$ cat src/rtl/fp_mul_pipe.sv
// Three-stage pipelined IEEE-754 single-precision multiplier.
// Inputs are flushed to zero, rounding is nearest-even, and outputs are never denormal.
module fp_mul_pipe (
   input  logic        clk,
   input  logic        rst,
   input  logic [31:0] A,
   input  logic [31:0] B,
   input  logic        D,
   output logic [31:0] C,
   output logic        V
);

   localparam logic [31:0] QNAN = 32'h7FC0_0000;

   // valid_reg[0..2] are the S1, S2 and S3 stage valid bits
   logic [2:0] valid_reg;

   // ---------------- S1: unpack / classify / sign / exponent sum ----------------
   logic [7:0]  ea, eb;
   logic [22:0] fa, fb;
   logic        a_zero, b_zero, a_inf, b_inf, a_nan, b_nan;

   logic        s1_sign_next, s1_nan_next, s1_inf_next, s1_zero_next;
   logic [9:0]  s1_exp_next;

   logic        s1_sign_reg, s1_nan_reg, s1_inf_reg, s1_zero_reg;
   logic [9:0]  s1_exp_reg;
   logic [22:0] s1_fa_reg, s1_fb_reg;

   always_comb begin
      ea     = A[30:23];
      eb     = B[30:23];
      fa     = A[22:0];
      fb     = B[22:0];
      a_zero = (ea == 8'h00);
      b_zero = (eb == 8'h00);
      a_inf  = (ea == 8'hFF) && (fa == 23'd0);
      b_inf  = (eb == 8'hFF) && (fb == 23'd0);
      a_nan  = (ea == 8'hFF) && (fa != 23'd0);
      b_nan  = (eb == 8'hFF) && (fb != 23'd0);

      s1_sign_next = A[31] ^ B[31];
      // infinity times a flushed zero is invalid, same as a NaN operand
      s1_nan_next  = a_nan || b_nan || (a_inf && b_zero) || (b_inf && a_zero);
      s1_inf_next  = (a_inf || b_inf) && !s1_nan_next;
      s1_zero_next = (a_zero || b_zero) && !s1_nan_next;
      // two's complement sum, range -127..383 fits comfortably in 10 bits
      s1_exp_next  = {2'b00, ea} + {2'b00, eb} - 10'd127;
   end

   always_ff @(posedge clk) begin
      s1_sign_reg <= s1_sign_next;
      s1_nan_reg  <= s1_nan_next;
      s1_inf_reg  <= s1_inf_next;
      s1_zero_reg <= s1_zero_next;
      s1_exp_reg  <= s1_exp_next;
      s1_fa_reg   <= fa;
      s1_fb_reg   <= fb;
   end

   // ---------------- S2: 24x24 significand product ----------------
   logic [47:0] s2_prod_next;
   logic [47:0] s2_prod_reg;
   logic        s2_sign_reg, s2_nan_reg, s2_inf_reg, s2_zero_reg;
   logic [9:0]  s2_exp_reg;

   always_comb begin
      s2_prod_next = 48'({1'b1, s1_fa_reg}) * 48'({1'b1, s1_fb_reg});
   end

   always_ff @(posedge clk) begin
      s2_prod_reg <= s2_prod_next;
      s2_sign_reg <= s1_sign_reg;
      s2_nan_reg  <= s1_nan_reg;
      s2_inf_reg  <= s1_inf_reg;
      s2_zero_reg <= s1_zero_reg;
      s2_exp_reg  <= s1_exp_reg;
   end

   // ---------------- S3: normalize / round / pack ----------------
   logic        norm_shift;
   logic [22:0] frac_pre;
   logic        guard_bit, sticky_bit, round_up, round_carry;
   logic [22:0] frac_rnd;
   logic [10:0] exp_final;
   logic        exp_ovf, exp_unf;
   logic [31:0] s3_result_next;
   logic [31:0] s3_result_reg;

   always_comb begin
      norm_shift = s2_prod_reg[47];
      if (norm_shift) begin
         frac_pre   = s2_prod_reg[46:24];
         guard_bit  = s2_prod_reg[23];
         sticky_bit = |s2_prod_reg[22:0];
      end else begin
         frac_pre   = s2_prod_reg[45:23];
         guard_bit  = s2_prod_reg[22];
         sticky_bit = |s2_prod_reg[21:0];
      end

      round_up = guard_bit && (sticky_bit || frac_pre[0]);
      // carry out of the fraction means the significand rounded up to 2.0;
      // the wrapped fraction is already zero, so only the exponent moves
      {round_carry, frac_rnd} = {1'b0, frac_pre} + {23'd0, round_up};

      exp_final = {s2_exp_reg[9], s2_exp_reg}
                + {10'd0, norm_shift}
                + {10'd0, round_carry};
      exp_ovf   = !exp_final[10] && (exp_final[9:0] >= 10'd255);
      exp_unf   = exp_final[10] || (exp_final == 11'd0);

      // special operands take priority over arithmetic over/underflow
      if (s2_nan_reg) begin
         s3_result_next = QNAN;
      end else if (s2_inf_reg) begin
         s3_result_next = {s2_sign_reg, 8'hFF, 23'd0};
      end else if (s2_zero_reg) begin
         s3_result_next = {s2_sign_reg, 31'd0};
      end else if (exp_ovf) begin
         s3_result_next = {s2_sign_reg, 8'hFF, 23'd0};
      end else if (exp_unf) begin
         s3_result_next = {s2_sign_reg, 31'd0};
      end else begin
         s3_result_next = {s2_sign_reg, exp_final[7:0], frac_rnd};
      end
   end

   always_ff @(posedge clk) begin
      s3_result_reg <= s3_result_next;
   end

   // ---------------- valid chain and output register ----------------
   always_ff @(posedge clk) begin
      if (rst) begin
         valid_reg <= 3'b000;
         V         <= 1'b0;
         C         <= 32'h0000_0000;
      end else begin
         valid_reg <= {valid_reg[1:0], D};
         V         <= valid_reg[2];
         if (valid_reg[2]) begin
            C <= s3_result_reg;
         end
      end
   end

endmodule

$ cat config.mk
export PLATFORM = sky130hd
export DESIGN_NAME = fp_mul_pipe
export DESIGN_NICKNAME = d
export VERILOG_FILES = /design/src/rtl/fp_mul_pipe.sv
export SDC_FILE = /design/constraint.sdc
export NUM_CORES = 2
export LEC_CHECK = 0
export CAP_MARGIN = 40
export CORE_MARGIN = 1
export CORE_UTILIZATION = 50
export DETAILED_ROUTE_END_ITERATION = 12
export HOLD_SLACK_MARGIN = 0.08
export PLACE_DENSITY_LB_ADDON = 0.3
export SLEW_MARGIN = 30
export SYNTH_ARGS = -nofsm -noshare
export SYNTH_HDL_FRONTEND = slang
export SYNTH_SLANG_ARGS = --single-unit
$ cat constraint.sdc
create_clock -name clk -period 5.9 [get_ports clk]
set_input_delay 1.18 -clock clk [delete_from_list [all_inputs] [get_ports clk]]
set_output_delay 1.18 -clock clk [all_outputs]
set_load 0.02 [all_outputs]
==> impl_results.md <==
- Outcome: finished with violations
- Failing checks: negative setup slack
- Max reg flops: 48
- Via count: 19409
- Max Slew Vio Count: 0
- CP max stage cell: fa_1
- Seq/Total Area, Yosys: 15.01%
- Layout fillers: 4135
- Mean Syn Cell Area: 9.199 µm²
- Synth Warn #: 0
- Layout cell share with drive strength beyond 1: 18.73%
- Initial Util: 50.60%
- Drt total wl: 67680 µm
- Commonest non-fill, non-tap cell in the layout: inv_1
- Worst Setup Path Type: reg2reg
- Initial antenna violation count: 1
- Area added between synthesis and finish: 22.74%
- Slew @ Worst Pin: 0.9999 ns
- Relative slew slack: 32.72%
- CP bufs+invs: 7
- RePlAce Congestion: 0.9326
- First-pass detailed-route iteration total: 6
- Most used cell, CP: fa_1
- Cell Area, Synth: 25330 µm²
- Synth top area cells: fa_1 38%, dfxtp_1 15%, ha_1 9.4%, inv_1 8.6%, and2_1 6.1%
- Syn nets: 3495
- Primary FF master, synth: dfxtp_1
- Yosys top cell area share: 38.25%
- Highest net fanout along the worst path: 6
- Clock slew at reported path FFs: 0.10 ns
- Synth area leader: fa_1
- Detail Placement HPWL: 56350 µm
- # clock sinks: 190
- PortBufs: 99
- Most frequent cells in the layout: 557 x inv_1, 453 x fa_1, 320 x nand2_1
- Row count: 82
- Final-report hold violation count: 0
- Die area: 51570 µm²
- Multi-input gate area: 19700 µm²
- H-tree depth: 4
- CTS root buf: clkbuf_16
- ANT nets after route: 0
- Worst skew pair latency: 0.49 ns
- Worst path max stage delay: 0.58 ns
- Vias per cell: 5.201
- Clk buf depth: 2
- Net count reported at finish: 3788
- Setup Viol. Count Final: 21
- Post-synth cell types: 73
- Global-route wire length before repair: 106300 µm
- Worst reg-to-reg setup slack: -0.48 ns
- RSZ-0062 raised after global routing: yes
- Initial DRC Count: 1202
- Minimum clock period: 6.380 ns
- CTS Buf Count: 17
- Final Skew: 0.02181 ns
- Critical Path RT: 6.30 ns
- TNS Setup: -6.211 ns
- Total grt overflow: 0
- DRC violations left: 0
- I/O pins: 100
- Die Y: 227.1 µm
- Final worst slack: -0.4800 ns
- Core Area: 50070 µm²
- DR WL/cell: 18.14 µm
- Crit. End Element: flip-flop
- Number of synthesized flops with an enable pin: 0
- CTS Hold Buffers Added: 0
- Arr. time, crit path: 6.78 ns
- Cells after Synth: 2754
- Largest net degree at the start of global routing: 44
- Startpoint Class: flip-flop
- GR Util All Layers: 26.88%
- Max-Cap Viols: 0
- Vias in the first global route: 20663
- Async SR Flop Fraction: 0%
- Maximum clock frequency: 156.7 MHz
- CP Cell Sequence: buf_6 -> nand2_4 -> fa_1 -> inv_2 -> fa_1 -> inv_2 -> fa_1 -> fa_1 -> inv_2 -> fa_1 -> fa_1 -> inv_1 -> fa_1 -> inv_2 -> ha_4 -> buf_6 -> nand4_1 -> a211o_1 -> a21oi_4 -> o21ai_2 -> o41a_1 -> a211o_1 -> o311ai_2
- Tcrit/Tclk final: 108.1%
- Yosys reg bits: 190
- Hold Path Class: reg2reg
- CTS tree: yes
- Chip width: 227.1 µm
- Sequential cell area: 3920 µm²
- Antenna cells: 0
- CP top delay family: adder cells
==> synth_stat cells, types with 7 or more instances <==
| cell | n |
|---|---|
| a21o_1 | 21 |
| mux2i_1 | 46 |
| nand3_1 | 21 |
| o21a_1 | 7 |
| nor2b_1 | 9 |
| inv_1 | 583 |
| o21bai_1 | 9 |
| and2_1 | 249 |
| nand2b_1 | 8 |
| fa_1 | 484 |
| nor3_1 | 14 |
| ha_1 | 190 |
| a211oi_1 | 16 |
| clkbuf_1 | 118 |
| nor2_1 | 116 |
| a31oi_1 | 8 |
| o21ai_0 | 27 |
| dfxtp_1 | 190 |
| nor4_1 | 21 |
| xnor2_1 | 51 |
| nand4_1 | 26 |
| nand2_1 | 333 |
| and3_1 | 8 |
| a21oi_1 | 68 |
| xor2_1 | 37 |
| buf_2 | 10 |
==> worst paths after layout <==
| kind | start | cells after the start | endpoint |
|---|---|---|---|
| worst max-delay path | s1_fa_reg[15] | 23 | s2_prod_reg[40] |
| worst min-delay path | s1_inf_reg | 0 | s2_inf_reg |
| worst max register to register | s1_fa_reg[15] | 23 | s2_prod_reg[40] |
| worst min register to register | s1_inf_reg | 0 | s2_inf_reg |
==> cell families after synthesis <==
logic type               share of synthesized area, %
adder cells (fa/ha/maj)                         47.63
AO/OA/AOI/OAI                                   5.349
flip-flops                                      15.01
AND/OR/NAND/NOR                                 16.26
buffers and inverters                           10.75
XOR/XNOR                                        3.042
multiplexers                                    1.951
==> metrics by stage <==
stage	cells	setup slack (ns)	utilization [%]	hold WS, ns	cell area [µm²]
floorplan	2754	-0.2702	-	0.3096	25790
global placement	3654	-0.5323	57.93	0.3128	29010
detailed placement	3655	-0.6057	57.98	0.3121	29030
CTS	3713	-0.4471	60.63	0.3264	30360
global route	3732	-0.6566	62.11	0.3245	31090
finish	3732	-0.4800	62.11	0.3272	31090
==> routing by layer <==
metal | up-vias | part of all wire [%] | track usage [%]
li1 | 8874 | - | -
met1 | 9598 | 41 | 34.40
met2 | 784 | 48 | 44.35
met3 | 151 | 7.7 | 5.498
met4 | 2 | 3.9 | 11.24
met5 | - | 0.019 | 0
==> final cells by class <==
type,instances,area share (%)
tap,672,2.704
inverter,586,7.110
sequential,190,12.61
clock inverter,14,0.5835
clock buffer,18,1.412
timing repair buffer,408,12.24
multi-input combinational,1844,63.34
==> what timing repair did <==
action | 4_1_cts | 5_1_grt
gates cloned | 0 | 1
resized for setup | 136 | 132
endpoints found under the setup margin | 28 | 30
pin swaps | 57 | 66
setup buffers | 26 | 18
Power is not shown: default switching activity piles up to over one toggle a cycle in this logic, so the estimate is an artifact.
